===== src/rtl/control_sequencer.sv =====
// control_sequencer: Moore T-step sequencer driving datapath strobes for fetch/decode/execute.
// Ports: clk_i/rst_i clock and async active-high reset; ir_i instruction register;
// mem_ready_i memory handshake; con_ff_i branch condition; stop_i halt request;
// ctl_o 23-bit strobe vector; alu_op_o ALU code; step_o T index; run_o sequencing; fault_o sticky timeout.
module control_sequencer #(
  parameter int OPW = 5,
  parameter int WAITMAX = 15,
  parameter logic [OPW-1:0] HALT_OP = 5'b11011
) (
  input  logic           clk_i,
  input  logic           rst_i,
  input  logic [31:0]    ir_i,
  input  logic           mem_ready_i,
  input  logic           con_ff_i,
  input  logic           stop_i,
  output logic [22:0]    ctl_o,
  output logic [OPW-1:0] alu_op_o,
  output logic [2:0]     step_o,
  output logic           run_o,
  output logic           fault_o
);
  localparam int PCOUT = 0, PCIN = 1, INCPC = 2, MARIN = 3, MDRIN = 4, MDROUT = 5, IRIN = 6;
  localparam int READ = 7, WRITE = 8, GRA = 9, GRB = 10, GRC = 11, ROUT = 12, RIN = 13;
  localparam int BAOUT = 14, YIN = 15, ZIN = 16, ZLOWOUT = 17, ZHIGHOUT = 18, HIIN = 19;
  localparam int LOIN = 20, CONIN = 21, COUT = 22;
  localparam int CW = $clog2(WAITMAX + 2);
  // T0..T7 encode their own step index so step_o is a slice of the state
  typedef enum logic [3:0] {S_T0, S_T1, S_T2, S_T3, S_T4, S_T5, S_T6, S_T7, S_RESET, S_HALT} state_t;
  state_t state_q, state_d, nxt_t0;
  logic [OPW-1:0] op_q, op_d, opc;
  logic [CW-1:0] wcnt_q, wcnt_d, wcnt_inc;
  logic fault_q, fault_d, hlt_q, hlt_d;
  logic is_alu, is_md, is_ld, is_st, is_br, wait_st, timeout;
  function automatic logic known(input logic [OPW-1:0] o);
    return (o >= OPW'(3) && o <= OPW'(10)) || o == OPW'(15) || o == OPW'(16) ||
           o == OPW'(0) || o == OPW'(2) || o == OPW'(19);
  endfunction
  assign opc = ir_i[31 -: OPW];
  assign is_alu = op_q >= OPW'(3) && op_q <= OPW'(10);
  assign is_md = op_q == OPW'(15) || op_q == OPW'(16);
  assign is_ld = op_q == OPW'(0);
  assign is_st = op_q == OPW'(2);
  assign is_br = op_q == OPW'(19);
  assign nxt_t0 = stop_i ? S_HALT : S_T0;
  assign wait_st = state_q == S_T1 || (state_q == S_T6 && is_ld) || (state_q == S_T7 && is_st);
  // saturate so a disabled timeout never wraps back to a "first cycle" count
  assign wcnt_inc = (&wcnt_q) ? wcnt_q : wcnt_q + CW'(1);
  assign timeout = WAITMAX != 0 && wcnt_inc == CW'(WAITMAX);
  always_ff @(posedge clk_i or posedge rst_i) begin
    if (rst_i) begin
      state_q <= S_RESET;
      op_q <= '0;
      wcnt_q <= '0;
      fault_q <= 1'b0;
      hlt_q <= 1'b0;
    end else begin
      state_q <= state_d;
      op_q <= op_d;
      wcnt_q <= wcnt_d;
      fault_q <= fault_d;
      hlt_q <= hlt_d;
    end
  end
  always_comb begin
    state_d = state_q;
    op_d = op_q;
    wcnt_d = '0;
    fault_d = fault_q;
    hlt_d = hlt_q;
    case (state_q)
      S_RESET: state_d = nxt_t0;
      S_T0: state_d = S_T1;
      S_T1: state_d = mem_ready_i ? S_T2 : S_T1;
      S_T2: begin
        op_d = opc;
        hlt_d = hlt_q | (opc == HALT_OP);
        state_d = opc == HALT_OP ? S_HALT : known(opc) ? S_T3 : nxt_t0;
      end
      S_T3: state_d = S_T4;
      S_T4: state_d = S_T5;
      S_T5: state_d = is_alu ? nxt_t0 : S_T6;
      S_T6: state_d = is_ld ? (mem_ready_i ? S_T7 : S_T6) : is_st ? S_T7 : nxt_t0;
      S_T7: state_d = is_st ? (mem_ready_i ? nxt_t0 : S_T7) : nxt_t0;
      S_HALT: state_d = (!stop_i && !hlt_q && !fault_q) ? S_T0 : S_HALT;
      default: state_d = S_RESET;
    endcase
    if (wait_st && !mem_ready_i) begin
      wcnt_d = wcnt_inc;
      if (timeout) begin
        state_d = S_HALT;
        fault_d = 1'b1;
      end
    end
  end
  always_comb begin
    ctl_o = '0;
    alu_op_o = '0;
    case (state_q)
      S_T0: begin ctl_o[PCOUT] = 1'b1; ctl_o[MARIN] = 1'b1; ctl_o[INCPC] = 1'b1; ctl_o[ZIN] = 1'b1; end
      S_T1: begin
        ctl_o[ZLOWOUT] = 1'b1; ctl_o[READ] = 1'b1; ctl_o[MDRIN] = 1'b1;
        // PC is loaded only once even if memory stalls
        ctl_o[PCIN] = wcnt_q == '0;
      end
      S_T2: begin ctl_o[MDROUT] = 1'b1; ctl_o[IRIN] = 1'b1; end
      S_T3: begin
        ctl_o[GRA] = is_md || is_br; ctl_o[GRB] = is_alu || is_ld || is_st;
        ctl_o[ROUT] = is_alu || is_md || is_br; ctl_o[BAOUT] = is_ld || is_st;
        ctl_o[YIN] = !is_br; ctl_o[CONIN] = is_br;
      end
      S_T4: begin
        ctl_o[GRB] = is_md; ctl_o[GRC] = is_alu; ctl_o[ROUT] = is_alu || is_md;
        ctl_o[ZIN] = !is_br; ctl_o[COUT] = is_ld || is_st;
        ctl_o[PCOUT] = is_br; ctl_o[YIN] = is_br;
        alu_op_o = (is_alu || is_md) ? op_q : (is_ld || is_st) ? OPW'(3) : '0;
      end
      S_T5: begin
        ctl_o[ZLOWOUT] = !is_br; ctl_o[GRA] = is_alu; ctl_o[RIN] = is_alu;
        ctl_o[LOIN] = is_md; ctl_o[MARIN] = is_ld || is_st;
        ctl_o[COUT] = is_br; ctl_o[ZIN] = is_br;
        alu_op_o = is_br ? OPW'(3) : '0;
      end
      S_T6: begin
        ctl_o[ZHIGHOUT] = is_md; ctl_o[HIIN] = is_md;
        ctl_o[READ] = is_ld; ctl_o[MDRIN] = is_ld || is_st;
        ctl_o[GRA] = is_st; ctl_o[ROUT] = is_st;
        ctl_o[ZLOWOUT] = is_br && con_ff_i; ctl_o[PCIN] = is_br && con_ff_i;
      end
      S_T7: begin
        ctl_o[MDROUT] = is_ld; ctl_o[GRA] = is_ld; ctl_o[RIN] = is_ld;
        ctl_o[WRITE] = is_st;
      end
      default: ctl_o = '0;
    endcase
  end
  assign step_o = state_q[3] ? 3'd0 : state_q[2:0];
  assign run_o = !(state_q == S_RESET || state_q == S_HALT);
  assign fault_o = fault_q;
endmodule


===== config.mk =====
export PLATFORM = sky130hd
export DESIGN_NAME = control_sequencer
export DESIGN_NICKNAME = d
export VERILOG_FILES = /design/src/rtl/control_sequencer.sv
export SDC_FILE = /design/constraint.sdc
export NUM_CORES = 1
export LEC_CHECK = 0
export CAP_MARGIN = 20
export CORE_MARGIN = 2
export CORE_UTILIZATION = 44
export CTS_CLUSTER_DIAMETER = 60
export DETAILED_ROUTE_END_ITERATION = 8
export GPL_TIMING_DRIVEN = 0
export PLACE_DENSITY = 0.84
export SYNTH_ARGS = -nofsm -noshare
export SYNTH_HDL_FRONTEND = slang
export SYNTH_SLANG_ARGS = --single-unit

===== constraint.sdc =====
create_clock -name clk_i -period 4.4 [get_ports clk_i]
set_clock_uncertainty 0.2 [all_clocks]
set_input_delay 0.88 -clock clk_i [delete_from_list [all_inputs] [get_ports clk_i]]
set_output_delay 0.88 -clock clk_i [all_outputs]
set_load 0.1 [all_outputs]

==> metrics.txt, run 1 <==
Worst-Skew Late Latency around 0.29 ns; Post-synth EDFFs 0; htree depth 1; initial antenna violation count 0; hold buffer count at cts 0; actual slew at the worst max-slew pin 0.973 ns; Cells on Worst Hold Path 1; GRT overflow 0; hold crit path type flop to flop; Mean Syn Cell Area ~7.6 um^2; reg2reg start op_q[4]$_DFFE_PP0P_; DRT Pass-1 Iters 4; Leak roughly 0.9 nW; gpl congestion just over 0.9; # IOs 70; vias in the first global route between 1,000 and 1,500; Async SR Flop Fraction 100%; Psw 1.05 mW; clock sink total 16; Synth area leader dfrtp_1; Tmin final 4.21 ns; top cells by count, synth 21 x nand2_1, 20 x nor2_1, 15 x dfrtp_1, 15 x o21ai_0, 12 x a21oi_1; Max clock buf depth 2; Reg clk slew, reported paths about 0.10 ns; CTS tree yes; sw frac roughly 64%; Core Rows 20; Filler cells around 280; Mapped Nets 225; CP Class flop to primary output; Die Span Y between 60 and 70 um; Worst setup startpoint op_q[3]$_DFFE_PP0P_; CP required about 3.3 ns; Inst Count DP about 270; pin count of the biggest net entering global routing 17; Pwr Density between 800 and 900 nW/um^2; Die Width between 60 and 70 um; overall routing resource usage a little over a fifth; internal power between 0.6 and 0.7 mW; R2R Setup Slk ~2.1 ns; most frequent cell after synthesis nand2_1; YS warnings 0; synth top area cells dfrtp_1 27%, nand2_1 5.6%, nor2_1 5.3%; antenna violation net count after detailed routing 0; outcome completed; Total Wirelength 3730 um; worst r2r dst state_q[0]$_DFF_PP0_; Port Buffers 42; Mapped Area around 1400 um^2; Initial Util around 46%; Layout Nets around 270; via/cell ratio around 5.5; CP Launch Type flop; Synth Register Bits 16; # DRC 0; TritonCTS Buffers 3; via count ~1,500; Routed WL per cell about 14 um; fin cells 276; share of layout cells above drive strength 1 about a tenth; CTS root buffer clkbuf_4; die area roughly 3700 um^2; setup total negative slack 0 ns; Max Cap Violations 0; register area share after synthesis approximately 29%; RSZ-0062 raised after global routing false; sequential power share between 10% and 20%; normalized max-slew margin between 30% and 40%; VDD IR-drop max 0.418 mV; largest fanout on the critical path 10; Synth cell types 46; setup violators final 0; first-pass GRT wire length 6020 um; worst setup path endpoint alu_op_o[1]; Post-DP HPWL between 2000 and 3000 um; CP arrival between 3 and 4 ns; Ant. Diodes 0; final max-slew violation count 0; DR iter-0 viols between 70 and 80; CP Capture Type primary output; Final Hold Viols 0; Synth top area share a little over a quarter; dominant synthesized flop cell dfrtp_1; fmax ~0.24 GHz; core box area 3050 um^2; reg2reg path depth 7; area delta synth->final 38.9%; Clk pwr share between 5 and 6%; part of the power in combinational logic roughly four fifths; crit share post-route between 90% and 100%; Mapped Cells between 150 and 200
worst max-delay path, cell delays in order, from the launching register on:
cell and delay, ns:
dfrtp_1 0.39, clkbuf_1 0.20, nor3b_1 0.38, and2_1 0.18, clkbuf_1 0.23, nand2_1 0.19, o31ai_2 0.10, clkdlybuf4s50_1 1.17
sequential cells by signal, summed over array words and instances (netlist names):
name	flops
fault_o	1
hlt_q	1
op_q	5
state_q	4
wcnt_q	5
cells by family (layout without fill, tap and decap cells):
group | count (synthesis) | count (layout) | share of synthesized area, %
AOI/OAI and AO/OA | 50 | 50 | 22.0
xor gates and xnor gates | 6 | 6 | 3.73
adders and majority gates | 2 | 2 | 1.78
buffers and inverters | 22 | 68 | 7.82
DFF | 16 | 16 | 28.5
muxes | 5 | 5 | 3.73
and+or+nand+nor | 85 | 85 | 32.4
worst min-delay path by stage:
stage	end	from
final	hlt_q$_DFFE_PP0P_	hlt_q$_DFFE_PP0P_
after global routing	hlt_q$_DFFE_PP0P_	hlt_q$_DFFE_PP0P_
after CTS	hlt_q$_DFFE_PP0P_	hlt_q$_DFFE_PP0P_
after detailed placement	hlt_q$_DFFE_PP0P_	hlt_q$_DFFE_PP0P_
after global placement	hlt_q$_DFFE_PP0P_	hlt_q$_DFFE_PP0P_
after floorplan	hlt_q$_DFFE_PP0P_	hlt_q$_DFFE_PP0P_
power by group through the flow:
stage	registers [mW]	logic, mW	clock network [mW]
finish	0.228	1.33	0.0968
CTS	0.226	1.32	0.0994
global placement	0.227	1.31	0
global route	0.232	1.40	0.105
detailed placement	0.229	1.32	0
floorplan	0.220	1.06	0
cells in the final DEF (no fill, tap or decap), drive strengths merged, types with 7 or more instances in the layout:
| master | netlist | routed |
|---|---|---|
| dlymetal6s2s | 0 | 7 |
| clkdlybuf4s50 | 0 | 35 |
| o21ai | 15 | 15 |
| nor2 | 20 | 20 |
| clkbuf | 10 | 14 |
| dfrtp | 15 | 15 |
| inv | 7 | 7 |
| a21oi | 12 | 12 |
| nand2 | 21 | 21 |
| nand2b | 7 | 7 |
per-stage QoR:
stage / setup WS, ns / hold slack, ns / utilization [%] / instance area (um^2) / power, mW
floorplan: 0.166 / 0.228 / - / 1430 / 1.28
global placement: 0.446 / 0.242 / 62.3 / 1900 / 1.54
detailed placement: 0.410 / 0.254 / 62.3 / 1900 / 1.55
CTS: 0.0844 / 0.275 / 63.5 / 1940 / 1.65
global route: 0.0310 / 0.300 / 64.1 / 1960 / 1.74
finish: 0.191 / 0.273 / 64.1 / 1960 / 1.65
layer usage:
| metal | share of wire (%) | global-route usage, % |
|---|---|---|
| met5 | 0 | 0 |
| met4 | 0.91 | 6.83 |
| met3 | 7.6 | 2.99 |
| met2 | 44 | 33.6 |
| met1 | 48 | 30.5 |
what timing repair did:
action / in CTS / in global routing
setup buffers: 0 / 0
setup endpoints to repair: 0 / 7
resized for setup: 0 / 7
layout make-up:
class / instances / area (um^2) / share of cell area (%)
Clock buffer: 4 / 36.3 / 1.86
Multi-Input combinational cell: 148 / 913 / 46.7
Buffer: 15 / 85.1 / 4.35
Timing Repair Buffer: 42 / 438 / 22.4
Inverter: 7 / 26.3 / 1.34
Tap cell: 44 / 55.1 / 2.82
Sequential cell: 16 / 402 / 20.5
(Power assumes the default switching activity.)
==> inputs of run 2 (changes only) <==
RECOVER_POWER = 100   (was not set)
==> run 2 against run 1 <==
Non-clock buffer count unchanged. Worst hold slack improved by 0.00054 ns. Flip-flop and latch count unchanged. Highest routed layer unchanged. Clock-buffer cell count unchanged. First-iteration DRC count increased by 23%.
==> metrics.txt, run 2 (synthesis gave the netlist of run 1 again) <==
setup total negative slack 0 ns (unchanged); # IOs 70 (unchanged); worst setup path endpoint ctl_o[8]; CP Launch Type flop; R2R Setup Slk 1.82 ns (-0.29 ns); vias in the first global route 1,319 (unchanged); # DRC 0 (unchanged); RSZ-0062 raised after global routing false; CTS resizes 0 (unchanged); GRT overflow 0 (unchanged); first-pass GRT wire length 6020 um (unchanged); Worst setup startpoint op_q[4]$_DFFE_PP0P_; overall routing resource usage 21.4% (unchanged); DR iter-0 viols 92 (+23%); final max-slew violation count 0 (unchanged); CP Capture Type primary output; Max Cap Violations 0 (unchanged); normalized max-slew margin 22.3% (-13 points); Ant. Diodes 0 (unchanged); Routed WL per cell 13.5 um (-0.35%); Layout Nets 272 (unchanged); Final Hold Viols 0 (unchanged); initial antenna violation count 0 (unchanged); area of placed instances 1900 um^2 (unchanged); crit share post-route 97.5% (+1.9 points); CP required 3.32 ns (about the same); CTS root buffer clkbuf_4; Port Buffers 42 (unchanged); Finished Core Util 61.6% (-2.5 points); hold buffer count at cts 0 (unchanged); core box area 3050 um^2 (unchanged); outcome completed; htree depth 1 (unchanged); via count 1,501 (-1.7%); fin area 1880 um^2 (-3.9%); antenna violation net count after detailed routing 0 (unchanged); most frequent cells in the layout 21 x nand2_1, 20 x nor2_1, 20 x dlygate4sd3_1; share of layout cells above drive strength 1 8.19% (-1.3 points); via/cell ratio 5.44 (-1.7%); gpl congestion 0.929 (unchanged); die area 3670 um^2 (unchanged); TritonCTS Buffers 3 (unchanged); clock sink total 16 (unchanged); worst r2r dst state_q[0]$_DFF_PP0_; reg2reg path depth 7 (unchanged); actual slew at the worst max-slew pin 1.17 ns (+0.198 ns); Post-DP HPWL 2870 um (unchanged); largest registers op_q (5), wcnt_q (5), state_q (4); Total Wirelength 3720 um (-0.35%); CP arrival 3.21 ns (+0.08 ns); Die Width 60.6 um (unchanged); Initial Util 46.1% (unchanged); CTS tree yes; setup violators final 0 (unchanged); Worst-Skew Late Latency 0.29 ns (about the same); reg2reg start op_q[4]$_DFFE_PP0P_; DRT Pass-1 Iters 4 (unchanged); Die Span Y 60.6 um (unchanged); Max clock buf depth 2 (unchanged); area delta synth->final 33.5%; postcts setup bufs 0 (unchanged); Tmin final 4.29 ns (+0.0830 ns); CP Class flop to primary output; hold crit path type flop to flop; commonest non-fill, non-tap cell in the layout nand2_1; fmax 0.233 GHz (-1.9%); Core Rows 20 (unchanged); Reg clk slew, reported paths 0.10 ns (about the same); pin count of the biggest net entering global routing 17 (unchanged); largest fanout on the critical path 10 (unchanged)
## run 2: cell types whose count changed in the layout (fill, tap and decap cells not counted), moves of 2 or more
cell / change
o21ai_1: -2
clkdlybuf4s50_1: -20
o21ai_0: +2
dlymetal6s2s_1: -7
clkbuf_1: +8
dlygate4sd3_1: +20
## run 2: per-layer routing
layer / track usage (%) / up-vias / part of all wire [%]
met4: 6.83 / 0 / 0.91
li1: - / 746 / -
met2: 33.6 / 69 / 44
met5: 0 / - / 0
met1: 30.5 / 682 / 48
met3: 2.99 / 4 / 7.5
## run 2: final cells by class
type	count	area, um^2
Sequential cell	16	402
Tap cell	44	55.1
Inverter	7	26.3
Timing Repair Buffer	42	377
Clock buffer	4	36.3
Fill cell	300	1170
Multi-Input combinational cell	148	906
Buffer	15	77.6
## run 2: per-stage QoR
step                      hold slack (ns)  setup WS, ns  std cells
after floorplan                     0.228         0.166        186
after global placement              0.242         0.446        272
after detailed placement            0.254         0.410        272
after CTS                           0.275        0.0844        276
after global routing                0.300        0.0195        276
final                               0.274         0.108        276
## run 2: worst max-delay path, cell delays in order (launching register included)
cell             delay, ns
dfrtp_1               0.38
buf_6                 0.13
or4_2                 0.66
clkbuf_1              0.25
nor2_1                0.18
and3_1                0.19
clkdlybuf4s50_1       1.13
## run 2: worst min path at each step
stage                                  from           endpoint  slack (ns)  cells past startpoint
final                     hlt_q$_DFFE_PP0P_  hlt_q$_DFFE_PP0P_        0.27                      1
after global routing      hlt_q$_DFFE_PP0P_  hlt_q$_DFFE_PP0P_        0.30                      1
after CTS                 hlt_q$_DFFE_PP0P_  hlt_q$_DFFE_PP0P_        0.28                      1
after detailed placement  hlt_q$_DFFE_PP0P_  hlt_q$_DFFE_PP0P_        0.25                      1
after global placement    hlt_q$_DFFE_PP0P_  hlt_q$_DFFE_PP0P_        0.24                      1
after floorplan           hlt_q$_DFFE_PP0P_  hlt_q$_DFFE_PP0P_        0.23                      1
Power of run 2 is not shown: default switching activity piles up to over one toggle a cycle in this logic, so the estimate is an artifact.
==> inputs of run 3 (changes only) <==
ABC_AREA = 1   (was not set)
CORE_UTILIZATION = 45   (was 44)
PLACE_DENSITY = 0.83   (was 0.84)
==> run 3 against run 2 <==
Die area rose by 4.4%. Routed wire length rose by 1.8%. Global-route usage about the same. Worst hold slack lost 0.0084 ns. Worst setup slack improved by 0.26 ns.
==> metrics.txt, run 3 <==
outcome completed; Die Span Y 61.9 um (+2.2%); dominant synthesized flop cell dfrtp_1; number of cells on the critical path 5 (-1); DR iter-0 viols 79 (-14%); crit-path max cell delay 1.25 ns (+0.12 ns); normalized max-slew margin 33.7% (+11 points); CTS resizes 0 (unchanged); die area 3830 um^2 (+4.4%); Mean Syn Cell Area 6.15 um^2 (-19%); CP required 3.32 ns (about the same); reg2reg path depth 5 (-2); DRT Pass-1 Iters 4 (unchanged); hold crit path type flop to flop; via/cell ratio 4.94 (-9.1%); largest family of logic cells by synthesized area simple AND/OR/NAND/NOR gates; pre-CTS setup slack 0.572 ns (+0.162 ns); XOR/XNOR Fraction of Synth Area 0% (-3.7 points); top cells by count, synth 77 x nand2_1, 35 x nor2_1, 30 x inv_1, 18 x nand3_1; final max-slew violation count 0 (unchanged); synth top area cells dfrtp_1 25%, nand2_1 19%, nor2_1 8.7%; CP Launch Type flop; Die Width 61.9 um (+2.2%); clock sink total 16 (unchanged); YS warnings 0 (unchanged); Crit path top cell by count nor2_1; Final Hold Viols 0 (unchanged); Tmin final 4.04 ns (-0.256 ns); slowest cell on the critical path dlygate4sd3_1; setup total negative slack 0 ns (unchanged); initial antenna violation count 0 (unchanged); most frequent cell after synthesis nand2_1; Pwr Density ~800 nW/um^2; worst setup margin 0.364 ns (+0.256 ns); register area share after synthesis 26.6% (-1.9 points); commonest non-fill, non-tap cell in the layout nand2_1; via count 1,666 (+11%); postcts setup bufs 0 (unchanged); largest fanout on the critical path 10 (unchanged); hold buffer count at cts 0 (unchanged); Initial Util 45.9% (-0.20 points); Total Wirelength 3790 um (+1.8%); RSZ-0062 raised after global routing false; crit-path leading delay family buffers and inverters; Psw 1.07 mW; Post-DP HPWL 3110 um (+8.2%); antenna violation net count after detailed routing 0 (unchanged); Routed WL per cell 11.2 um (-17%); CP arrival 2.96 ns (-0.25 ns); Synth Area in Compound Gates 9.54% (-12 points); adder-cell share of the synthesized area 1.66% (-0.12 points); Ant. Diodes 0 (unchanged); htree depth 1 (unchanged); TritonCTS Buffers 3 (unchanged); fmax 0.248 GHz (+6.3%); Synth Register Bits 16 (unchanged); actual slew at the worst max-slew pin 0.992 ns (-0.180 ns); post-synthesis mux area share 0% (-3.7 points); Post-synth EDFFs 0 (unchanged); Synth top area share 24.9% (-1.8 points); Cells on Worst Hold Path 2 (+1); gpl congestion 0.924 (-0.59%); sw frac 67.8%; Port Buffers 42 (unchanged); post-synthesis simple-gate area fraction 50.7% (+18 points); Mapped Area 1510 um^2 (+7.1%); CP Class flop to primary output; Synth area leader dfrtp_1; Max Cap Violations 0 (unchanged); CTS tree yes; # DRC 0 (unchanged); sequential power share ~16%; CTS root buffer clkbuf_4; overall routing resource usage 21.4% (+0.038 points); Crit path buffers/inverters 3 (unchanged); internal power between 0.5 and 0.6 mW; Max clock buf depth 2 (unchanged); crit share post-route 91.7% (-5.8 points); area delta synth->final 33.5% (about the same); VDD IR-drop max between 0.3 and 0.4 mV; Core Rows 21 (+5.0%); Worst-Skew Late Latency 0.29 ns (about the same); Mapped Nets 284 (+26%); pin count of the biggest net entering global routing 17 (unchanged); CP Capture Type primary output; Async SR Flop Fraction 100% (unchanged); most frequent cells in the layout 77 x nand2_1, 36 x nor2_1, 35 x dlygate4sd3_1; CP Cell Sequence nor2_1, inv_1, nor2_1, clkbuf_1, dlygate4sd3_1; share of layout cells above drive strength 1 11.3% (+3.2 points); GRT overflow 0 (unchanged); Leak between 1 and 1.5 nW; vias in the first global route 1,468 (+11%); setup violators final 0 (unchanged); Reg clk slew, reported paths 0.09 ns (about the same); # IOs 70 (unchanged); part of the power in combinational logic between 70% and 80%; largest registers op_q (5), wcnt_q (5), state_q (4); core box area 3280 um^2 (+7.6%); Synth cell types 26 (-43%); Layout Nets 331 (+22%); first-pass GRT wire length 6150 um (+2.2%); hold slack 0.266 ns (-0.00841 ns); Clk pwr share 6.2%; Mapped Cells 245 (+32%)
==> run 3: cell count changes after synthesis, moves of 4 or more <==
| cell | delta |
|---|---|
| nand2_4 | +5 |
| nor2_2 | +6 |
| nand2_1 | +56 |
| nand3_1 | +14 |
| nor2b_1 | -4 |
| inv_2 | +8 |
| nor2_1 | +15 |
| nand2b_1 | -7 |
| a21oi_1 | -4 |
| clkbuf_1 | -10 |
| and2_1 | -4 |
| a31oi_1 | -5 |
| nor3b_1 | -4 |
| inv_1 | +23 |
==> run 3: area by class of cell <==
type / count / area, um^2
Fill cell: 316 / 1270
Inverter: 39 / 160
Buffer: 2 / 11.3
Timing Repair Buffer: 42 / 420
Sequential cell: 16 / 402
Multi-Input combinational cell: 188 / 926
Tap cell: 46 / 57.6
Clock buffer: 4 / 36.3
==> run 3: worst paths after layout <==
| check | from | endpoint | slack [ns] |
|---|---|---|---|
| worst max-delay path | state_q[2]$_DFF_PP0_ | ctl_o[6] | 0.36 |
| worst min-delay path | hlt_q$_DFFE_PP0P_ | hlt_q$_DFFE_PP0P_ | 0.27 |
| worst max register to register | state_q[2]$_DFF_PP0_ | op_q[1]$_DFFE_PP0P_ | 2.53 |
| worst min register to register | hlt_q$_DFFE_PP0P_ | hlt_q$_DFFE_PP0P_ | 0.27 |
| max in group asynchronous | rst_i | op_q[1]$_DFFE_PP0P_ | 2.74 |
| min in group asynchronous | rst_i | wcnt_q[0]$_DFF_PP0_ | 0.87 |
==> run 3: worst min-delay path, stage by stage, from the launching register on <==
cell and delay, ns:
dfrtp_1 0.33, inv_1 0.05, nand2_1 0.06
==> run 3: per-layer routing <==
| metal | share of wire [%] | GRT usage (%) | routed length, um |
|---|---|---|---|
| met5 | 0 | 0 | 0 |
| met4 | 1.5 | 7.29 | 57 |
| met3 | 5.9 | 1.24 | 223 |
| met1 | 46 | 29.6 | 1740 |
| met2 | 47 | 35.9 | 1770 |
==> run 3: stage by stage <==
| stage | util, % | cells | total power, mW | instance area [um^2] |
|---|---|---|---|---|
| 2_1_floorplan | - | 245 | 1.27 | 1510 |
| 3_3_place_gp | 60.6 | 333 | 1.51 | 1990 |
| 3_5_place_dp | 60.6 | 333 | 1.52 | 1990 |
| 4_1_cts | 61.7 | 337 | 1.62 | 2030 |
| 5_1_grt | 61.3 | 337 | 1.67 | 2010 |
| 6_report | 61.3 | 337 | 1.58 | 2010 |
==> run 3: cell families (layout without fill, tap and decap cells) <==
logic type	Yosys count	after routing
AO/OA/AOI/OAI	27	27
adder cells (fa/ha/maj)	2	2
flip-flops	16	16
AND/OR/NAND/NOR	159	159
buffers and inverters	41	87
==> run 3: power by group through the flow <==
stage / Clock (mW) / Sequential (mW) / Combinational [mW]
floorplan: 0 / 0.239 / 1.03
global placement: 0 / 0.246 / 1.27
detailed placement: 0 / 0.248 / 1.27
CTS: 0.0991 / 0.245 / 1.28
global route: 0.106 / 0.253 / 1.31
finish: 0.0978 / 0.246 / 1.23
